File: config.mk
export PLATFORM = sky130hd
export DESIGN_NAME = match_ctrl
export DESIGN_NICKNAME = d
export VERILOG_FILES = /design/src/rtl/match_ctrl.sv
export SDC_FILE = /design/constraint.sdc
export NUM_CORES = 1
export LEC_CHECK = 0
export BUFFER_PORTS_ARGS = -buffer_cell sky130_fd_sc_hd__buf_2
export CAP_MARGIN = 0
export CORE_MARGIN = 5
export CORE_UTILIZATION = 39
export DETAILED_ROUTE_END_ITERATION = 8
export PLACE_DENSITY = 0.65
export SETUP_SLACK_MARGIN = 0.15
export SLEW_MARGIN = 20
export SYNTH_ARGS = -nofsm -noshare
export SYNTH_HDL_FRONTEND = slang
export SYNTH_SLANG_ARGS = --single-unit
File: constraint.sdc
create_clock -name clk -period 2.2 [get_ports clk]
set_input_delay 0.44 -clock clk [delete_from_list [all_inputs] [get_ports clk]]
set_output_delay 0.44 -clock clk [all_outputs]
set_load 0.01 [all_outputs]
File: src/rtl/match_ctrl.sv
// Round and match sequencer for the two-player tug-of-war game.
// Awards points, holds the playfield in reset between rounds and declares the match winner.
module match_ctrl #(
    parameter int unsigned WIN_SCORE   = 7,
    parameter int unsigned HOLD_CYCLES = 4
) (
    input  logic       clk,
    input  logic       reset,
    input  logic       L,
    input  logic       R,
    input  logic       ledr9,
    input  logic       ledr1,
    input  logic       new_match,
    output logic       play_reset,
    output logic [2:0] scoreL,
    output logic [2:0] scoreR,
    output logic       point_L,
    output logic       point_R,
    output logic       match_over,
    output logic       winner_L,
    output logic       winner_R
);

    localparam logic [2:0] WinVal   = 3'(WIN_SCORE);
    localparam logic [7:0] HoldLast = 8'(HOLD_CYCLES - 1);

    typedef enum logic [1:0] {
        StHold,
        StPlay,
        StMatchOver
    } state_e;

    state_e     r_state, w_state_d;
    logic [7:0] r_cnt, w_cnt_d;
    logic [2:0] r_score_l, w_score_l_d;
    logic [2:0] r_score_r, w_score_r_d;
    logic       r_point_l, w_point_l_d;
    logic       r_point_r, w_point_r_d;
    logic       r_win_l, w_win_l_d;
    logic       r_win_r, w_win_r_d;

    logic       w_left_pt;
    logic       w_right_pt;

    // Simultaneous presses cancel: each condition requires the other button idle.
    assign w_left_pt  = ledr9 & L & ~R;
    assign w_right_pt = ledr1 & R & ~L;

    always_comb begin
        w_state_d   = r_state;
        w_cnt_d     = r_cnt;
        w_score_l_d = r_score_l;
        w_score_r_d = r_score_r;
        w_point_l_d = 1'b0;
        w_point_r_d = 1'b0;
        w_win_l_d   = r_win_l;
        w_win_r_d   = r_win_r;

        case (r_state)
            StHold: begin
                if (r_cnt == HoldLast) begin
                    w_cnt_d   = 8'd0;
                    w_state_d = StPlay;
                end else begin
                    w_cnt_d = r_cnt + 8'd1;
                end
            end
            StPlay: begin
                if (w_left_pt) begin
                    w_score_l_d = r_score_l + 3'd1;
                    w_point_l_d = 1'b1;
                    if (w_score_l_d == WinVal) begin
                        w_state_d = StMatchOver;
                        w_win_l_d = 1'b1;
                    end else begin
                        w_state_d = StHold;
                        w_cnt_d   = 8'd0;
                    end
                end else if (w_right_pt) begin
                    w_score_r_d = r_score_r + 3'd1;
                    w_point_r_d = 1'b1;
                    if (w_score_r_d == WinVal) begin
                        w_state_d = StMatchOver;
                        w_win_r_d = 1'b1;
                    end else begin
                        w_state_d = StHold;
                        w_cnt_d   = 8'd0;
                    end
                end
            end
            StMatchOver: begin
                if (new_match) begin
                    w_score_l_d = 3'd0;
                    w_score_r_d = 3'd0;
                    w_win_l_d   = 1'b0;
                    w_win_r_d   = 1'b0;
                    w_cnt_d     = 8'd0;
                    w_state_d   = StHold;
                end
            end
            default: begin
                w_state_d = StHold;
                w_cnt_d   = 8'd0;
            end
        endcase
    end

    always_ff @(posedge clk or negedge reset) begin
        if (!reset) begin
            r_state   <= StHold;
            r_cnt     <= 8'd0;
            r_score_l <= 3'd0;
            r_score_r <= 3'd0;
            r_point_l <= 1'b0;
            r_point_r <= 1'b0;
            r_win_l   <= 1'b0;
            r_win_r   <= 1'b0;
        end else begin
            r_state   <= w_state_d;
            r_cnt     <= w_cnt_d;
            r_score_l <= w_score_l_d;
            r_score_r <= w_score_r_d;
            r_point_l <= w_point_l_d;
            r_point_r <= w_point_r_d;
            r_win_l   <= w_win_l_d;
            r_win_r   <= w_win_r_d;
        end
    end

    // Decoded from the state register only, so no input reaches an output combinationally.
    assign play_reset = (r_state != StPlay);
    assign match_over = (r_state == StMatchOver);
    assign scoreL     = r_score_l;
    assign scoreR     = r_score_r;
    assign point_L    = r_point_l;
    assign point_R    = r_point_r;
    assign winner_L   = r_win_l;
    assign winner_R   = r_win_r;

endmodule

# After elaboration in Yosys (flattened, before gate mapping)
# Cells that the tools add are included.
classes:
  eq_ne: 16
  muxes: 33
  bitwise: 6
  addsub: 3
  reduce_logical: 8
ops:
  columns: ["operator", "n"]
  rows:
  - ["$mux W8", 6]
  - ["$pmux W8 S3", 1]
  - ["$ne A2 B2 Y1 const B", 7]
  - ["$mux W2", 6]
  - ["$mux W3", 4]
  - ["$pmux W3 S2", 2]
  - ["$reduce_and A4 Y1", 3]
  - ["$mux W1", 11]
  - ["$ne A3 B3 Y1 const B", 3]
  - ["$add A8 B1 Y8 const B", 1]
  - ["$eq A8 B2 Y1 const B", 1]
  - ["$add A3 B1 Y3 const B", 2]
  - ["$eq A3 B3 Y1 const B", 2]
  - ["$pmux W2 S3", 1]
  - ["$reduce_and A3 Y1", 2]
  - ["$reduce_and A5 Y1", 1]
  - ["$and A1 B1 Y1", 4]
  - ["$pmux W1 S2", 2]
  - ["$eq A2 B1 Y1 const B", 1]
  - ["$eq A2 B2 Y1 const B", 1]
  - ["$logic_not A2 Y1", 1]
  - ["$ne A2 B1 Y1 const B", 1]
  - ["$not A1 Y1", 2]
  - ["$reduce_bool A2 Y1", 1]
totals:
  output_inout_bits: 12
  word_cells: 74
  in_bits: 7
  reg_bits: 20

# Logic depth before layout (Yosys ltp)
logic_depth:
  word_depth: 6
  ltp_mapped: 6
  depth_no_buf: 5

# Worst setup path after synthesis
# No wires, ideal clock.
synth_timing:
  path_kind: "reg-to-reg"
  startpoint: "register r_score_l[0], in the netlist scoreL[0]"
  endpoint: "register r_cnt[7]"
  path_slack_ps: 592
  required_ps: 2113
  period_less_slack_ps: 1608
  n_path_buf: 1
  arrival_ps: 1521
  stages_incl_launch_ff: 7
  setup_time_ps: 87
  path_cell_list: "dfrtp_1 ha_1 xor2_1 a21oi_1 o32a_1 buf_6 o211ai_1"
synth_between:
  elab_chain_len: 4
synth_lines:
  columns: ["item", "line", "text"]
  rows:
  - ["start: declaration", "35", "logic [2:0] r_score_l, w_score_l_d;"]
  - ["start signal: assignment", "121", "r_score_l <= w_score_l_d;"]
  - ["$add A3 B1 Y3", "70", "w_score_l_d = r_score_l + 3'd1;"]
  - ["$eq A3 B3 Y1", "72", "if (w_score_l_d == WinVal) begin"]
  - ["$ne A3 B3 Y1 (no line)", null, null]
  - ["$reduce_and A4 Y1 (no line)", null, null]
  - ["end signal: assignment", "120", "r_cnt <= w_cnt_d;"]
  - ["end: declaration", "34", "logic [7:0] r_cnt, w_cnt_d;"]
# No other way between the ends.
# A chain may end at the register's enable or synchronous reset.

# Worst setup path after layout
layout_timing:
  startpoint: "register r_score_l[0], in the netlist scoreL[0]"
  endpoint: "register r_cnt[4]"
# The elaborated chain is that of the path after synthesis.

==> flow_metrics.tcl <==
set metrics [dict create \
    status "finished, final reports clean" \
    area_growth_pct 15.8 \
    slew_headroom_pct 63.2 \
    p_comb_share_pct 38.0 \
    insertion_delay_ns 0.30 \
    setup_tns_ns 0 \
    ys_warn_count 0 \
    swShare_pct 37.4 \
    fp-row-count 18 \
    fin_nets 138 \
    cts_sinks 20 \
    cp_max_fo 9 \
    synth_most_common_cell "dfrtp_1" \
    fin_crit_sh_pct 82.6 \
    reg2reg_from "scoreL[0]" \
    min_period_ns 1.82 \
    numCtsBuffers 3 \
    overflow 0 \
    hold_viol 0 \
    min_path_type "in -> async" \
    cts.path.max_buffers 2 \
    max-vdd-ir-drop_mv 0.582 \
    netlist_top_cells_count "dfrtp_1 (20), inv_1 (9), o21ai_0 (9)" \
    num_antenna_cells 0 \
    tightest_slew_ns 0.549 \
    layout-drive-gt1-share_pct 21.6 \
    power_mw 1.46 \
    wl_per_cell_um 12.5 \
    p_sw_mw 0.547 \
    stdcell_area_sq_um 1200 \
    antenna_left 0 \
    setup_slack_ns 0.382 \
    synth_top_area_share_pct 48.4 \
    grt_pass1_vias 774 \
    first_pass_iters 4 \
    via_per_inst 5.40 \
    synthArstFlopShare_pct 100 \
    cts_setup_buffers 0 \
    syn_nets 118 \
    grt_use_total_pct 11.6 \
    fp.dieH_um 61.5 \
    vias 837 \
    cellPowerDensity_nw_per_um2 1220 \
    synth_top_cell_by_area "dfrtp_1" \
    synth_area_per_cell_sq_um 9.76 \
    antenna_found_initial 0 \
    ys_types 31 \
    r2r_cells 5 \
    syn_area_sq_um 1030 \
    cts_resized 0 \
    crit_end "r_cnt[4]" \
    clockRootBuffer "clkbuf_4" \
    grt_setup_unrepaired "no" \
    ys_seq_area_share_pct 48.4 \
    initialDrtViolationCount 48 \
    cp-start-kind "flop" \
    fp.dieW_um 61.5 \
    multi_input_area_sq_um 477 \
    cts_tree "done" \
    clk_pin_slew_ns 0.12 \
    cp_data_arrival_time_ns 2.04 \
    dpl_cell_area_sq_um 1150 \
    grt_first_pass_wirelength_um 3310 \
    finalNonFillerCells 155 \
    placed_cells 151 \
    p_seq_share_pct 41.5 \
    max_freq_ghz 0.550 \
    slew_violations 0 \
    ff2ff_setup_slack_ns 0.38 \
    leakage_nw 0.603 \
    setup.worst_path.end_class "flop" \
    setup_viol 0 \
    portBuffers 18 \
    fin_util_pct 47.9 \
    ys.flop_type "dfrtp_1" \
    drc 0 \
    path_class "reg -> reg" \
    synth_area_leaders "dfrtp_1 (48%), ha_1 (6.0%), o21ai_0 (4.4%)" \
    io_pins 19 \
    synth-edff-count 0 \
    wl_um 1940 \
    dieArea_sq_um 3780 \
    drv_cap 0 \
    dp_slack_ns 0.437 \
    fp.coreArea_sq_um 2500 \
    holdWs_ns 0.0576 \
    grt_max_degree 21 \
    place.gp.congestion 0.741 \
    dpl.hpwl_um 1460 \
    cts.htree.levels 1 \
    p_int_mw 0.914 \
    startpoint "scoreL[0]" \
    initial_core_util_pct 41.4 \
    r2r_end "r_cnt[4]" \
    netlist_instances 106 \
    p_clk_share_pct 20.5 \
    yosys_register_bits 20 \
    seqCellArea_sq_um 500 \
    crit_required_ns 2.42 \
    skew_ns 0.00522 \
    cts_hold_buf 0 \
    fillers 232 \
]
[layout by cell type, fill, tap and decap left out]
| master | instances |
|---|---|
| o211ai_1 | 1 |
| a31oi_1 | 6 |
| nor3b_2 | 1 |
| or2_2 | 2 |
| nor3b_1 | 1 |
| nor2_1 | 5 |
| clkbuf_4 | 3 |
| mux2i_1 | 2 |
| buf_2 | 18 |
| a21oi_1 | 7 |
| ha_1 | 5 |
| nand2_1 | 5 |
| a21o_1 | 1 |
| o21ai_1 | 1 |
| or2_1 | 1 |
| dfrtp_1 | 20 |
| o22ai_1 | 1 |
| o32a_1 | 1 |
| o21ai_0 | 9 |
| nand3_1 | 8 |
| a32o_1 | 1 |
| bufinv_16 | 1 |
| nor4_1 | 1 |
| buf_4 | 1 |
| nand3b_1 | 5 |
| nand2b_4 | 1 |
| inv_1 | 9 |
| nand2b_1 | 2 |
| or3_1 | 2 |
| xnor2_1 | 1 |
| nor3_1 | 1 |
| xor2_1 | 2 |
[cell type report]
class / instances / area share (%)
flip-flops and latches: 20 / 41.8
clock inverters: 1 / 2.51
clock buffers: 3 / 1.88
inverters: 9 / 2.82
multi-input cells: 73 / 39.8
well taps: 30 / 3.13
repair buffers: 19 / 8.14
[state kept, by name (all words and copies together) (netlist names)]
name	cells
point_L	1
winner_R	1
scoreL	3
winner_L	1
point_R	1
scoreR	3
r_state	2
r_cnt	8
[power by group through the flow]
stage,clock network (mW),registers [mW],logic [mW]
5_1_grt,0.319,0.635,0.632
4_1_cts,0.307,0.608,0.562
3_3_place_gp,0,0.609,0.551
6_report,0.299,0.607,0.555
3_5_place_dp,0,0.616,0.556
2_1_floorplan,0,0.621,0.393
[cell families after synthesis]
group / synth area share, %
XOR/XNOR: 2.54
multiplexers: 1.93
buffers and inverters: 5.56
flip-flops: 48.4
adder cells (fa/ha/maj): 6.05
AND/OR/NAND/NOR: 19.7
AO/OA/AOI/OAI: 15.8
[worst min-delay path by stage]
stage,to,cells past startpoint
2_1_floorplan,point_L,0
3_3_place_gp,scoreR[2],1
3_5_place_dp,scoreR[2],1
4_1_cts,point_L,1
5_1_grt,scoreL[2],1
6_report,point_L,1
[worst max-delay path: stages, from the launching register on]
cell and delay (ns):
dfrtp_1 0.44, ha_1 0.25, xor2_1 0.21, a21oi_1 0.11, o32a_1 0.47, o22ai_1 0.25
[per-layer routing]
layer  global-route usage (%)  part of all wire [%]  vias to the layer above
met3                     2.52                   8.3                        5
met4                     4.55                   1.2                        0
met1                     14.4                    45                      397
met5                        0                     0                        -
met2                     19.4                    46                       25
li1                         -                     -                      410
Note: power is estimated with default switching activity, not from simulation.
